`src/rtl/serdes_rx_pkg.sv`:
```
// Shared types for the receive-side word aligner of the 4-bit DDR SERDES test link.
package serdes_rx_pkg;

    typedef enum logic [2:0] {
        HUNT,
        SLIP,
        WAIT,
        LOCKED,
        FAIL
    } state_t;

    localparam logic [3:0] TRAIN_WORD_DEFAULT = 4'b1100;

endpackage

```
`src/rtl/serdes_rx_word_aligner.sv`:
```
// Word aligner behind an I_SERDES: pulses bitslip until the training word is seen
// LOCK_COUNT times in a row, then forwards payload words with a one-cycle latency.
module serdes_rx_word_aligner
    import serdes_rx_pkg::*;
#(
    parameter int                WIDTH      = 4,
    parameter logic [WIDTH-1:0]  TRAIN_WORD = TRAIN_WORD_DEFAULT,
    parameter int                LOCK_COUNT = 8,
    parameter int                SLIP_WAIT  = 3,
    parameter int                MAX_SLIPS  = 2 * WIDTH
) (
    input  logic                             clock,
    input  logic                             reset,
    input  logic [WIDTH-1:0]                 rx_word,
    input  logic                             rx_valid,
    input  logic                             realign,
    output logic                             bitslip,
    output logic [WIDTH-1:0]                 data_out,
    output logic                             data_valid,
    output logic                             aligned,
    output logic                             align_error,
    output logic [$clog2(MAX_SLIPS+1)-1:0]   slip_count
);

    localparam int SCW = $clog2(MAX_SLIPS + 1);
    localparam int MCW = $clog2(LOCK_COUNT + 1);
    localparam int WCW = $clog2(SLIP_WAIT + 1);

    localparam logic [MCW-1:0] LOCK_LAST = MCW'(LOCK_COUNT - 1);
    localparam logic [SCW-1:0] SLIP_MAX  = SCW'(MAX_SLIPS);
    localparam logic [WCW-1:0] WAIT_INIT = WCW'(SLIP_WAIT);

    state_t              state;
    logic [MCW-1:0]      match_cnt;
    logic [WCW-1:0]      wait_cnt;
    logic [WIDTH-1:0]    data_p1;
    logic                vld_p1;

    function automatic logic [SCW-1:0] sat_inc(input logic [SCW-1:0] v);
        return (v == SLIP_MAX) ? v : v + SCW'(1);
    endfunction

    always_ff @(posedge clock) begin
        if (reset) begin
            state       <= HUNT;
            match_cnt   <= '0;
            wait_cnt    <= '0;
            bitslip     <= 1'b0;
            aligned     <= 1'b0;
            align_error <= 1'b0;
            slip_count  <= '0;
            vld_p1      <= 1'b0;
            data_p1     <= '0;
        end else if (realign) begin
            // Restart the hunt; a slip pulse in flight is dropped, payload word discarded.
            state       <= HUNT;
            match_cnt   <= '0;
            wait_cnt    <= '0;
            bitslip     <= 1'b0;
            aligned     <= 1'b0;
            align_error <= 1'b0;
            slip_count  <= '0;
            vld_p1      <= 1'b0;
        end else begin
            bitslip <= 1'b0;
            vld_p1  <= 1'b0;
            case (state)
                HUNT: begin
                    if (rx_valid) begin
                        if (rx_word == TRAIN_WORD) begin
                            if (match_cnt == LOCK_LAST) begin
                                state     <= LOCKED;
                                aligned   <= 1'b1;
                                match_cnt <= '0;
                            end else begin
                                match_cnt <= match_cnt + MCW'(1);
                            end
                        end else begin
                            match_cnt <= '0;
                            if (slip_count == SLIP_MAX) begin
                                state       <= FAIL;
                                align_error <= 1'b1;
                            end else begin
                                state      <= SLIP;
                                bitslip    <= 1'b1;
                                slip_count <= sat_inc(slip_count);
                            end
                        end
                    end
                end
                SLIP: begin
                    state    <= WAIT;
                    wait_cnt <= WAIT_INIT;
                end
                WAIT: begin
                    // I_SERDES output is unsettled right after a slip; ignore it.
                    if (wait_cnt == WCW'(1)) begin
                        state    <= HUNT;
                        wait_cnt <= '0;
                    end else begin
                        wait_cnt <= wait_cnt - WCW'(1);
                    end
                end
                LOCKED: begin
                    // p1: payload register stage
                    vld_p1 <= rx_valid;
                    if (rx_valid) begin
                        data_p1 <= rx_word;
                    end
                end
                FAIL: begin
                    state <= FAIL;
                end
                default: begin
                    state <= HUNT;
                end
            endcase
        end
    end

    assign data_out   = data_p1;
    assign data_valid = vld_p1;

endmodule

```
`config.mk`:
```
export PLATFORM = sky130hd
export DESIGN_NAME = serdes_rx_word_aligner
export DESIGN_NICKNAME = d
export VERILOG_FILES = /design/src/rtl/serdes_rx_pkg.sv /design/src/rtl/serdes_rx_word_aligner.sv
export SDC_FILE = /design/constraint.sdc
export NUM_CORES = 1
export LEC_CHECK = 0
export ABC_CLOCK_PERIOD_IN_PS = 1900
export BUFFER_PORTS_ARGS = -buffer_cell sky130_fd_sc_hd__buf_2
export CELL_PAD_IN_SITES_DETAIL_PLACEMENT = 1
export CELL_PAD_IN_SITES_GLOBAL_PLACEMENT = 2
export CORE_MARGIN = 2
export CORE_UTILIZATION = 30
export CTS_CLUSTER_SIZE = 25
export DETAILED_ROUTE_END_ITERATION = 12
export HOLD_SLACK_MARGIN = 0.12
export PLACE_DENSITY = 0.8
export SYNTH_ARGS = -nofsm -noshare
export SYNTH_HDL_FRONTEND = slang
export SYNTH_SLANG_ARGS = --single-unit
```
`constraint.sdc`:
```
create_clock -name clock -period 1.9 [get_ports clock]
set_input_delay 0.285 -clock clock [delete_from_list [all_inputs] [get_ports clock]]
set_output_delay 0.285 -clock clock [all_outputs]
set_load 0.1 [all_outputs]
```
## Word-level counts from Yosys, hierarchy flattened

Cells that the tools add are included.

- Input port bits: 8
- Output and inout bits: 12
- Bits in registers: 21
- Word-level logic and storage cells: 51

- Add/sub/neg operators: 3
- Eq/ne operators: 11
- Bitwise operators: 6
- Multiplexer cells: 11
- Reductions and logical operators: 11

Operators with widths:

| operator | count |
|---|---|
| 4-bit AND reduction | 4 |
| 3-bit 2-to-1 mux | 5 |
| 3-bit case mux with 5 select lines | 1 |
| 4-bit by 1-bit adder with 4-bit output (second input constant) | 2 |
| 4-bit equality test (second input constant) | 2 |
| 4-bit 2-to-1 mux | 2 |
| 3-bit by 2-bit equality test with 1-bit output (second input constant) | 2 |
| 1-bit inverter | 6 |
| 5-bit OR reduction | 1 |
| 4-bit by 3-bit equality test with 1-bit output (second input constant) | 1 |
| 2-bit inequality test (second input constant) | 2 |
| 2-bit case mux with 2 select lines | 1 |
| 3-bit by 1-bit equality test with 1-bit output (second input constant) | 1 |
| 3-bit equality test (second input constant) | 1 |
| 3-bit zero test | 1 |
| 3-bit inequality test (second input constant) | 1 |
| 3-bit AND reduction | 1 |
| 3-bit OR reduction | 1 |
| 2-bit by 1-bit equality test with 1-bit output (second input constant) | 1 |
| 2-bit 2-to-1 mux | 1 |
| 2-bit AND reduction | 1 |
| 2-bit nonzero test | 1 |
| 2-bit OR reduction | 1 |
| 2-bit by 1-bit subtractor with 2-bit output (second input constant) | 1 |
| 1-bit 2-to-1 mux | 1 |

## Depth between registers and ports, before layout

Gate-level depths: netlist of the first run.

- Word-level depth: 5
- Gate-level depth with buffers: 5
- Mapped depth without buffers: 5

## Least setup slack after synthesis of the first run

OpenSTA, ideal clock, no wires.

- Path type: register -> register
- Start: register slip_count[0]
- End: register slip_count[1]
- Clock period less this slack: 2,020 ps
- Library setup time: 132 ps
- Cell stages (with the launch flop): 6
- Buffers on the path: 0
- Data arrival time: 1,888 ps
- Data required time: 1,768 ps
- Setup slack: -120 ps
- Cell sequence: dfxtp_1 > inv_1 > ha_1 > and3b_1 > o31ai_1 > a21oi_1

- Cells in the longest elaborated chain, start to end: 3
- Elaborated cells between the ends (all ways): 4
- Those cells by class: add/sub (1); eq/ne (1); bitwise (1); reduce/logical (1)

Ends and longest elaborated chain:

| what | RTL line | text |
|---|---|---|
| start: declaration | serdes_rx_word_aligner.sv:22 | `output logic [$clog2(MAX_SLIPS+1)-1:0] slip_count` |
| start signal: assignment | serdes_rx_word_aligner.sv:86 | `slip_count <= sat_inc(slip_count);` |
| parallel branches: the longest is 3 deep, another holds 4-bit by 1-bit adder with 4-bit output | n/a |  |

Several ways; the timed one is not identified.
A chain may end at the register's enable or synchronous reset.

## Final worst setup path of the first run

- Start: register state[0]
- End: register match_cnt[0]

- Cells in the longest elaborated chain, start to end: 2

Ends and longest elaborated chain:

| what | RTL line | text |
|---|---|---|
| start: declaration | serdes_rx_word_aligner.sv:33 | `state_t state;` |
| start signal: assignment | serdes_rx_word_aligner.sv:45 | `state <= HUNT;` |
| start signal: assignment | serdes_rx_word_aligner.sv:56 | `state <= HUNT;` |
| start signal: assignment | serdes_rx_word_aligner.sv:72 | `state <= LOCKED;` |
| 3-bit zero test | serdes_rx_word_aligner.sv:67 | `case (state)` |
| 2-bit AND reduction (no source line) | n/a |  |
| end signal: assignment | serdes_rx_word_aligner.sv:76 | `match_cnt <= match_cnt + MCW'(1);` |
| end: declaration | serdes_rx_word_aligner.sv:34 | `logic [MCW-1:0] match_cnt;` |

No other way between the ends.

==> results of run 1 <==
[final cells by class]
cell class                 count  area (um^2)
clock buffer                   4         26.3
fill                         404         2080
inverter                       4         15.0
multi-input combinational     85          538
sequential                    21          423
tap                           46         57.6
timing repair buffer          26          148
[through the flow]
step                      instance area, um^2  total power (uW)  instances  hold WS, ns  utilization
after floorplan                          1010               510        117        0.354            -
after global placement                   1180               540        182        0.446        0.360
after detailed placement                 1180               543        182        0.471        0.360
after CTS                                1210               771        186        0.211        0.368
after global routing                     1210               793        186        0.213        0.368
final                                    1210               758        186        0.225        0.368
[cells by family after synthesis]
family / after synthesis / share of synthesized area
flops: 21 / 0.417
simple gates: 46 / 0.270
compound gates: 33 / 0.194
mux: 2 / 0.0199
buf+inv: 11 / 0.0496
fa+ha+maj: 4 / 0.0496
[flip-flops by register name, indices dropped and copies added, names as in the netlist, 2 cells and up]
name	cells
slip_count	4
state	3
wait_cnt	2
data_out	4
match_cnt	4
[per-layer routing]
metal	global-route usage	vias to the layer above
li1	-	488
met5	0	-
met4	0.0274	0
met2	0.257	13
met3	0.0435	2
met1	0.213	482
[power by group]
| part | total, uW | switching (uW) | internal, uW | leakage, uW |
|---|---|---|---|---|
| combinational | 85.2 | 58.2 | 27.0 | 0.000290 |
| clock | 225 | 143 | 82.0 | 0.0000150 |
| sequential | 448 | 3.55 | 445 | 0.000171 |
[final timing paths]
kind	start	to	slack [ns]	depth (start not counted)
max	state[0]$_SDFFE_PP0P_	match_cnt[0]$_SDFFE_PP0P_	0.19	3
min	reset	data_out[2]$_SDFFE_PP0P_	0.22	2
max reg2reg	state[0]$_SDFFE_PP0P_	match_cnt[0]$_SDFFE_PP0P_	0.19	3
min reg2reg	data_out[2]$_SDFFE_PP0P_	data_out[2]$_SDFFE_PP0P_	0.49	2
[placed cells by master (no fill, tap or decap), types with 3 or more instances in the layout]
cell type and n:
sky130_fd_sc_hd__dfxtp_1 19, sky130_fd_sc_hd__a31oi_1 4, sky130_fd_sc_hd__or4_1 3, sky130_fd_sc_hd__inv_1 4
sky130_fd_sc_hd__buf_2 19, sky130_fd_sc_hd__nand4_1 3, sky130_fd_sc_hd__ha_1 4, sky130_fd_sc_hd__nor2_1 7
sky130_fd_sc_hd__clkbuf_4 3, sky130_fd_sc_hd__o31ai_1 3, sky130_fd_sc_hd__a21oi_1 11, sky130_fd_sc_hd__buf_4 7
sky130_fd_sc_hd__nand2_1 5, sky130_fd_sc_hd__nand3_1 9, sky130_fd_sc_hd__o21ai_0 10
==> load_flow_metrics.sql, run 1 <==
INSERT INTO impl_metrics (metric_group, metric, value, unit) VALUES
('status', 'outcome', 'completed', ''),
('yosys', 'synth.cell_area', '1010', 'um^2'),
('routing', 'met3_wirelength', '84', 'um'),
('yosys', 'synth_edf_count', '0', ''),
('routing', 'wl_met2', '1280', 'um'),
('timing', 'final.period_utilization', '0.901', ''),
('yosys', 'synth_cell_type_count', '33', ''),
('placed_design', 'finalWeightedCongestion', '0.699', ''),
('setup_path', 'buffers_and_inverters_on_the_worst_path', '0', ''),
('timing', 'fmaxAchievable', '584', 'MHz'),
('floorplanning', 'fp.dieW', '62.0', 'um'),
('yosys', 'synthArstFlopShare', '0', ''),
('timing', 'slew_of_the_pin_with_the_lowest_slew_margin', '0.493', 'ns'),
('power', 'worst_ir_drop_vdd', '0.405', 'mV'),
('placed_design', 'dp_slack', '0.171', 'ns'),
('timing', 'layout_min_cycle_time', '1.71', 'ns'),
('timing', 'final_max_slew_viol_count', '0', ''),
('yosys', 'yosys-top-cells-area', 'sky130_fd_sc_hd__dfxtp_1, sky130_fd_sc_hd__a21oi_1, sky130_fd_sc_hd__ha_1', ''),
('grt', 'global_route.overflow_total', '0', ''),
('timing', 'max_slew_margin', '0.674', ''),
('yosys', 'synth_area_per_cell', '8.62', 'um^2'),
('routing', 'wirelength_met1', '1320', 'um'),
('cells_and_area', 'insertedDiodeCount', '0', ''),
('yosys', 'synth.top_cell.area_share', '0.417', ''),
('timing', 'fin_worst_skew', '0.00343', 'ns'),
('routing', 'routed.top_layer', 'met4', ''),
('setup_path', 'worst-endpoint-required', '2.15', 'ns'),
('grt', 'number_of_global_route_vias_before_repair', '952', ''),
('clocking', 'cts_htree_levels', '1', ''),
('clocking', 'cts_resized', '0', ''),
('timing', 'total_negative_setup_slack', '0', 'ns'),
('clocking', 'clock_insertion_delay_worst_skew', '0.31', 'ns'),
('yosys', 'synth.ff_latch_count', '21', ''),
('grt', 'grt_first_pass_wirelength', '4480', 'um'),
('setup_path', 'critPathLaunchType', 'flop', ''),
('yosys', 'yosys_most_used_dff', 'sky130_fd_sc_hd__dfxtp_1', ''),
('power', 'power.leakage', '0.000476', 'uW'),
('routing', 'totalWireLength', '2710', 'um'),
('cells_and_area', 'relative_area_change_from_synthesis_to_final_layout', '19.7', '%'),
('setup_path', 'cp.arrival', '1.96', 'ns'),
('grt', 'grt_max_degree', '14', ''),
('routing', 'route.antenna.remaining_nets', '0', ''),
('timing', 'finalHoldViolCount', '0', ''),
('yosys', 'synth_fp_nets', '129', ''),
('clocking', 'cts_buffers', '3', ''),
('clocking', 'cts_post_setup_buffers_inserted', '0', ''),
('setup_path', 'crit_chain', 'or4b_1 -> or4_1 -> a21oi_1', ''),
('routing', 'routedWlPerCell', '14.6', 'um'),
('timing', 'timing.final.setup_violations', '0', ''),
('floorplanning', 'floorplan.io_pins', '20', ''),
('routing', 'route.detailed.drc', '0', ''),
('clocking', 'numClockSinks', '21', ''),
('routing', 'routed-via-count', '985', ''),
('floorplanning', 'placementRows', '21', ''),
('setup_path', 'critPathCaptureType', 'flop', ''),
('floorplanning', 'die_area', '3840', 'um^2'),
('clocking', 'clk_path_buf_depth', '2', ''),
('floorplanning', 'floorplan.initialDensity', '0.307', ''),
('clocking', 'hold_buffers', '0', ''),
('setup_path', 'critical_path.max_fanout', '6', ''),
('yosys', 'ys_top_cells_by_count', 'sky130_fd_sc_hd__dfxtp_1, sky130_fd_sc_hd__a21oi_1, sky130_fd_sc_hd__o21ai_0', ''),
('yosys', 'synth_sequential_area_ratio', '0.417', ''),
('yosys', 'yosysMostFrequentCell', 'sky130_fd_sc_hd__dfxtp_1', ''),
('clocking', 'path_clk_slew', '0.12', 'ns'),
('cells_and_area', 'nets', '153', ''),
('clocking', 'clockRootBuffer', 'sky130_fd_sc_hd__clkbuf_4', ''),
('routing', 'detail_route.first_pass.iterations', '4', ''),
('setup_path', 'timing.critical_path.slowest_cell_delay', '0.63', 'ns'),
('timing', 'rsz0062_at_grt', 'false', ''),
('cells_and_area', 'drive_above_1_share', '0.236', ''),
('placed_design', 'place_hpwl', '2000', 'um');
No activity file was read; power rests on OpenSTA's default activity.
==> inputs of run 2 (changes only) <==
Settings changed: CORE_MARGIN 2 to 4, REMOVE_ABC_BUFFERS set to 1.
==> run 2 against run 1 <==
  * Clock-buffer cell count decreased by 1
  * Sequential share of layout area decreased by 0.099 points
  * Die area increased by 13%
  * Combinational power decreased by 0.9%
  * Via count increased by 0.10%
  * Setup slack improved by 0.084 ns
  * Utilization increased by 1.7 points
  * Global-route usage decreased by 2.3 points
  * Critical path depth unchanged
  * Critical path type unchanged
  * Largest power group unchanged
==> load_flow_metrics.sql, run 2 (synthesis gave the netlist of run 1 again) <==
INSERT INTO impl_metrics (metric_group, metric, value, unit) VALUES
('timing', 'slew_of_the_pin_with_the_lowest_slew_margin', '0.494', 'ns'),
('grt', 'top_usage_layer', 'met2', ''),
('cells_and_area', 'layout.cells.most_common_list', 'sky130_fd_sc_hd__dfxtp_1, sky130_fd_sc_hd__buf_2, sky130_fd_sc_hd__a21oi_1', ''),
('floorplanning', 'core_area', '3130', 'um^2'),
('power', 'powerDensity', '632', 'nW/um^2'),
('setup_path', 'timing.rr.start', 'state[0]$_SDFFE_PP0P_', ''),
('setup_path', 'critPathLaunchType', 'flop', ''),
('cells_and_area', 'final.fill_count', '390', ''),
('grt', 'global_route.usage.met2', '0.212', ''),
('placed_design', 'dp_slack', '0.235', 'ns'),
('cells_and_area', 'nets', '153', ''),
('routing', 'routedWlPerCell', '14.7', 'um'),
('power', 'power.leakage', '0.000478', 'uW'),
('setup_path', 'cp.arrival', '1.89', 'ns'),
('routing', 'totalWireLength', '2710', 'um'),
('floorplanning', 'die_area', '4350', 'um^2'),
('setup_path', 'buffers_and_inverters_on_the_worst_path', '0', ''),
('clocking', 'cts_buffers', '3', ''),
('setup_path', 'worstSetupStartpoint', 'state[0]$_SDFFE_PP0P_', ''),
('routing', 'viasPerCell', '5.36', ''),
('power', 'swShare', '0.276', ''),
('floorplanning', 'floorplan.io_pins', '20', ''),
('timing', 'rsz0062_at_grt', 'false', ''),
('power', 'worst_ir_drop_vdd', '0.311', 'mV'),
('cells_and_area', 'area.sequential', '420', 'um^2'),
('placed_design', 'numPlacedInstances', '180', ''),
('floorplanning', 'placementRows', '20', ''),
('clocking', 'clk_path_buf_depth', '2', ''),
('grt', 'groute.layer.met3.usage', '0.0408', ''),
('setup_path', 'path_depth', '3', ''),
('power', 'seqPwrFrac', '0.589', ''),
('power', 'internal_power', '550', 'uW'),
('setup_path', 'crit_chain', 'or4b_1 -> or4_1 -> a21oi_1', ''),
('floorplanning', 'fp.dieW', '66.0', 'um'),
('cells_and_area', 'drive_above_1_share', '0.229', ''),
('cells_and_area', 'multiInputGateArea', '538', 'um^2'),
('cells_and_area', 'stdcell_area', '1200', 'um^2'),
('grt', 'grt_max_degree', '14', ''),
('setup_path', 'worst-endpoint-required', '2.16', 'ns'),
('placed_design', 'place_hpwl', '2040', 'um'),
('clocking', 'path_clk_slew', '0.13', 'ns'),
('placed_design', 'finalWeightedCongestion', '0.772', ''),
('cells_and_area', 'layout.cells.non_filler', '184', ''),
('timing', 'fin_ws', '0.272', 'ns'),
('setup_path', 'worst-setup-path-type', 'reg2reg', ''),
('floorplanning', 'die-height', '66.0', 'um'),
('job', 'max-cap-violations', '0', ''),
('clocking', 'clock_insertion_delay_worst_skew', '0.31', 'ns'),
('grt', 'global_route.overflow_total', '0', ''),
('routing', 'route.detailed.drc', '0', ''),
('placed_design', 'place.port_buffers', '19', ''),
('power', 'power.clock.fraction', '0.300', ''),
('timing', 'max_slew_margin', '0.673', ''),
('clocking', 'cts_htree_levels', '1', ''),
('routing', 'initialDrtViolationCount', '27', ''),
('clocking', 'cts_post_setup_buffers_inserted', '0', ''),
('setup_path', 'critical_path.endpoint', 'slip_count[3]$_SDFFE_PP0P_', ''),
('grt', 'number_of_global_route_vias_before_repair', '929', ''),
('routing', 'detail_route.first_pass.iterations', '4', ''),
('timing', 'worst_hold_slack', '0.225', 'ns'),
('clocking', 'numClockSinks', '21', ''),
('clocking', 'cts_resized', '0', ''),
('setup_path', 'reg2reg_setup_slack', '0.27', 'ns'),
('timing', 'final.period_utilization', '0.857', ''),
('placed_design', 'placedInstanceArea', '1180', 'um^2'),
('timing', 'layout_min_cycle_time', '1.63', 'ns'),
('timing', 'finalHoldViolCount', '0', ''),
('timing', 'fin_worst_skew', '0.00503', 'ns'),
('power', 'p_switching', '210', 'uW'),
('hold_path', 'min-delay-path-class', 'in2reg', ''),
('timing', 'fmaxAchievable', '614', 'MHz'),
('cells_and_area', 'insertedDiodeCount', '0', ''),
('power', 'combinational_power_share', '0.111', ''),
('timing', 'final_max_slew_viol_count', '0', ''),
('grt', 'grt_use_met1', '0.190', ''),
('clocking', 'hold_buffers', '0', ''),
('grt', 'antenna_found_initial', '0', ''),
('grt', 'grt_use_total', '0.136', ''),
('setup_path', 'cp_slowest_cell', 'sky130_fd_sc_hd__or4b_1', ''),
('status', 'outcome', 'completed', ''),
('clocking', 'cts_tree', 'done', ''),
('setup_path', 'worst_path_dominant_cell_family', 'simple AND/OR/NAND/NOR gates', ''),
('setup_path', 'timing.reg2reg.worst_path_depth', '3', ''),
('grt', 'grt_first_pass_wirelength', '4640', 'um'),
('floorplanning', 'floorplan.initialDensity', '0.322', ''),
('cells_and_area', 'relative_area_change_from_synthesis_to_final_layout', '19.4', '%'),
('cells_and_area', 'most_common_cell_after_layout_fill_and_taps_aside', 'sky130_fd_sc_hd__dfxtp_1', ''),
('setup_path', 'critical_path.max_fanout', '3', ''),
('routing', 'route.antenna.remaining_nets', '0', ''),
('setup_path', 'timing.critical_path.slowest_cell_delay', '0.57', 'ns'),
('setup_path', 'critPathCaptureType', 'flop', ''),
('clocking', 'clockRootBuffer', 'sky130_fd_sc_hd__clkbuf_4', ''),
('timing', 'timing.final.setup_violations', '0', ''),
('setup_path', 'timing.rr.end', 'slip_count[3]$_SDFFE_PP0P_', ''),
('cells_and_area', 'final_core_util', '0.385', ''),
('routing', 'routed-via-count', '986', '');
[run 2: metal layers]
metal	vias up	part of all wire
met1	473	0.50
met3	0	0.051
met5	-	0
met2	25	0.45
met4	0	0
li1	488	-
[run 2: power by group through the flow]
stage                     clock network [uW]  logic, uW  registers (uW)
final                                    228       84.4             448
after global routing                     256       93.4             449
after CTS                                237       84.7             448
after detailed placement                   0       84.6             458
after global placement                     0       82.5             458
after floorplan                            0       31.7             475
[run 2: worst min path at each step]
stage	from	to	slack, ns	depth (start not counted)
2_1_floorplan	reset	data_out[0]$_SDFFE_PP0P_	0.35	1
3_3_place_gp	align_error$_SDFFE_PP0P_	align_error$_SDFFE_PP0P_	0.44	2
3_5_place_dp	align_error$_SDFFE_PP0P_	align_error$_SDFFE_PP0P_	0.45	2
4_1_cts	reset	data_out[1]$_SDFFE_PP0P_	0.21	2
5_1_grt	reset	data_out[0]$_SDFFE_PP0P_	0.21	2
6_report	reset	data_out[0]$_SDFFE_PP0P_	0.23	2
[run 2: worst register-to-register path, stage by stage, from the launching register on]
cell and delay, ns:
sky130_fd_sc_hd__dfxtp_1 0.33, sky130_fd_sc_hd__or4b_1 0.57, sky130_fd_sc_hd__or4_1 0.53, sky130_fd_sc_hd__a21oi_1 0.14
[run 2: layout make-up]
class	count	share of cell area
Inverter	4	0.0125
Clock inverter	1	0.00416
Timing Repair Buffer	26	0.123
Sequential cell	21	0.349
Clock buffer	3	0.0187
Multi-Input combinational cell	85	0.447
Tap cell	44	0.0457
[run 2: stage by stage]
stage	total power [uW]	setup TNS, ns
floorplan	507	-0.239
global placement	540	0
detailed placement	543	0
CTS	770	0
global route	798	0
finish	760	0
==> inputs of run 3 (changes only) <==
Settings changed: ABC_AREA set to 1, CORE_UTILIZATION 30 to 29, PLACE_DENSITY 0.8 to 0.81.
==> run 3 against run 2 <==
  * Cell area down 2.3%
  * Register-to-register slack better by 0.30 ns
  * Total power up 5.7%
  * Global-route usage down 1.6 points
  * Critical path depth down 2
  * Area after synthesis down 1.6%
  * Hold slack better by 0.0038 ns
  * Via count down 6.0%
  * Setup slack better by 0.19 ns
==> load_flow_metrics.sql, run 3 <==
INSERT INTO impl_metrics (metric_group, metric, value, unit) VALUES
('floorplanning', 'floorplan.initialDensity', '0.315', ''),
('clocking', 'cts_htree_levels', '1', ''),
('routing', 'viasPerCell', '4.64', ''),
('clocking', 'cts_tree', 'done', ''),
('setup_path', 'reg2reg_setup_slack', '0.57', 'ns'),
('timing', 'final_max_slew_viol_count', '0', ''),
('yosys', 'synth_cell_type_count', '20', ''),
('grt', 'grt_first_pass_wirelength', '4110', 'um'),
('floorplanning', 'floorplan.io_pins', '20', ''),
('clocking', 'clk_path_buf_depth', '2', ''),
('setup_path', 'worst-endpoint-required', '1.62', 'ns'),
('cells_and_area', 'drive_above_1_share', '0.205', ''),
('power', 'powerDensity', '684', 'nW/um^2'),
('power', 'power.leakage', '0.000502', 'uW'),
('cells_and_area', 'insertedDiodeCount', '0', ''),
('clocking', 'clockRootBuffer', 'sky130_fd_sc_hd__clkbuf_4', ''),
('floorplanning', 'placementRows', '20', ''),
('timing', 'max_slew_margin', '0.674', ''),
('yosys', 'synth_sequential_area_ratio', '0.424', ''),
('routing', 'route.antenna.remaining_nets', '0', ''),
('cells_and_area', 'relative_area_change_from_synthesis_to_final_layout', '18.5', '%'),
('yosys', 'area_leader_netlist', 'sky130_fd_sc_hd__dfxtp_1', ''),
('timing', 'slew_of_the_pin_with_the_lowest_slew_margin', '0.493', 'ns'),
('grt', 'global_route.overflow_total', '0', ''),
('clocking', 'clock_insertion_delay_worst_skew', '0.30', 'ns'),
('floorplanning', 'die-height', '66.5', 'um'),
('yosys', 'synth.yosys.warnings', '0', ''),
('timing', 'rsz0062_at_grt', 'false', ''),
('timing', 'fin_ws', '0.462', 'ns'),
('clocking', 'cts_post_setup_buffers_inserted', '0', ''),
('setup_path', 'cp.arrival', '1.15', 'ns'),
('yosys', 'yosysMostFrequentCell', 'sky130_fd_sc_hd__dfxtp_1', ''),
('grt', 'grt_max_degree', '12', ''),
('grt', 'grt_use_total', '0.120', ''),
('routing', 'initialDrtViolationCount', '14', ''),
('setup_path', 'worst-setup-path-type', 'reg2out', ''),
('yosys', 'ys_top_cells_by_count', 'sky130_fd_sc_hd__dfxtp_1, sky130_fd_sc_hd__nor2_1, sky130_fd_sc_hd__inv_1', ''),
('routing', 'route.detailed.drc', '0', ''),
('timing', 'fmaxAchievable', '695', 'MHz'),
('yosys', 'yosys-top-cells-area', 'sky130_fd_sc_hd__dfxtp_1, sky130_fd_sc_hd__nor2_1, sky130_fd_sc_hd__inv_1', ''),
('setup_path', 'critPathCaptureType', 'primary output', ''),
('setup_path', 'buffers_and_inverters_on_the_worst_path', '1', ''),
('setup_path', 'crit_chain', 'buf_2', ''),
('timing', 'final.period_utilization', '0.757', ''),
('clocking', 'cts_buffers', '3', ''),
('grt', 'antenna_found_initial', '0', ''),
('yosys', 'synthesized_instance_count', '132', ''),
('yosys', 'synth_area_per_cell', '7.52', 'um^2'),
('placed_design', 'place_hpwl', '1950', 'um'),
('setup_path', 'critical_path.max_fanout', '4', ''),
('cells_and_area', 'nets', '169', ''),
('yosys', 'synth_edf_count', '0', ''),
('hold_path', 'min-delay-path-class', 'in2reg', ''),
('timing', 'fin_worst_skew', '0.00160', 'ns'),
('cells_and_area', 'layout.cells.most_common_list', 'sky130_fd_sc_hd__dfxtp_1, sky130_fd_sc_hd__nor2_1, sky130_fd_sc_hd__inv_1, sky130_fd_sc_hd__buf_2, sky130_fd_sc_hd__nand2_1', ''),
('clocking', 'numClockSinks', '21', ''),
('yosys', 'yosys_most_used_dff', 'sky130_fd_sc_hd__dfxtp_1', ''),
('setup_path', 'timing.critical_path.slowest_cell_delay', '0.45', 'ns'),
('yosys', 'synthArstFlopShare', '0', ''),
('grt', 'number_of_global_route_vias_before_repair', '1026', ''),
('setup_path', 'cp_slowest_cell', 'sky130_fd_sc_hd__buf_2', ''),
('setup_path', 'worst_path_dominant_cell_family', 'buffers and inverters', ''),
('placed_design', 'placedInstanceArea', '1150', 'um^2'),
('cells_and_area', 'stdcell_area', '1180', 'um^2'),
('power', 'worst_ir_drop_vdd', '0.253', 'mV'),
('cells_and_area', 'most_common_cell_after_layout_fill_and_taps_aside', 'sky130_fd_sc_hd__dfxtp_1', ''),
('placed_design', 'dp_slack', '0.577', 'ns'),
('routing', 'detail_route.first_pass.iterations', '4', ''),
('routing', 'routedWlPerCell', '11.7', 'um'),
('timing', 'layout_min_cycle_time', '1.44', 'ns'),
('placed_design', 'place.port_buffers', '19', ''),
('yosys', 'synth.ff_latch_count', '21', ''),
('placed_design', 'finalWeightedCongestion', '0.767', ''),
('job', 'max-cap-violations', '0', ''),
('yosys', 'synth.cell_area', '992', 'um^2'),
('routing', 'totalWireLength', '2350', 'um'),
('clocking', 'hold_buffers', '0', ''),
('floorplanning', 'fp.dieW', '66.5', 'um'),
('clocking', 'cts_resized', '0', ''),
('yosys', 'synth.top_cell.area_share', '0.424', ''),
('timing', 'timing.final.setup_violations', '0', ''),
('setup_path', 'critPathLaunchType', 'flop', ''),
('floorplanning', 'core_area', '3150', 'um^2'),
('status', 'outcome', 'completed', ''),
('timing', 'finalHoldViolCount', '0', ''),
('routing', 'routed-via-count', '927', ''),
('floorplanning', 'die_area', '4420', 'um^2'),
('clocking', 'path_clk_slew', '0.11', 'ns');
## run 3: area by class of cell
class                   instances  area (um^2)
fillers                       431         1980
multi-input cells              91          494
flip-flops and latches         21          420
repair buffers                 20          103
inverters                      20         77.6
well taps                      44         55.1
clock buffers                   4         26.3
## run 3: kinds of logic after synthesis
family / count (synthesis) / synth area share
DFF: 21 / 0.424
xor gates and xnor gates: 1 / 0.00883
buffers and inverters: 20 / 0.0782
AOI/OAI and AO/OA: 21 / 0.115
adders and majority gates: 4 / 0.0504
and+or+nand+nor: 65 / 0.324
## run 3: worst paths after layout
path                              startpoint                         end  cells after the start
setup / recovery  slip_count[0]$_SDFFE_PP0P_               slip_count[0]                      1
hold reg to reg         aligned$_SDFFE_PP0P_        aligned$_SDFFE_PP0P_                      2
hold / removal                         reset    data_out[3]$_SDFFE_PP0P_                      2
setup reg to reg       state[0]$_SDFFE_PP0P_  slip_count[1]$_SDFFE_PP0P_                      6
## run 3: through the flow
stage	hold WS (ns)	setup TNS, ns	cells	power [uW]	util
2_1_floorplan	0.354	-0.104	132	566	-
3_3_place_gp	0.437	0	196	599	0.365
3_5_place_dp	0.445	0	196	605	0.365
4_1_cts	0.218	0	200	821	0.373
5_1_grt	0.222	0	200	853	0.373
6_report	0.229	0	200	804	0.373
## run 3: layer usage
metal  routed length (um)  vias to the layer above  GRT usage
met5                    0                        -          0
met4                   28                        0     0.0457
met3                  123                        4     0.0270
met2                 1130                       21      0.216
met1                 1060                      428      0.136
li1                     -                      474          -
## run 3: where the power goes
group          total (uW)  switching [uW]  internal [uW]  leakage [uW]
combinational         135            97.5           37.4      0.000317
sequential            458            7.96            450      0.000170
clock                 211             130           81.7     0.0000150
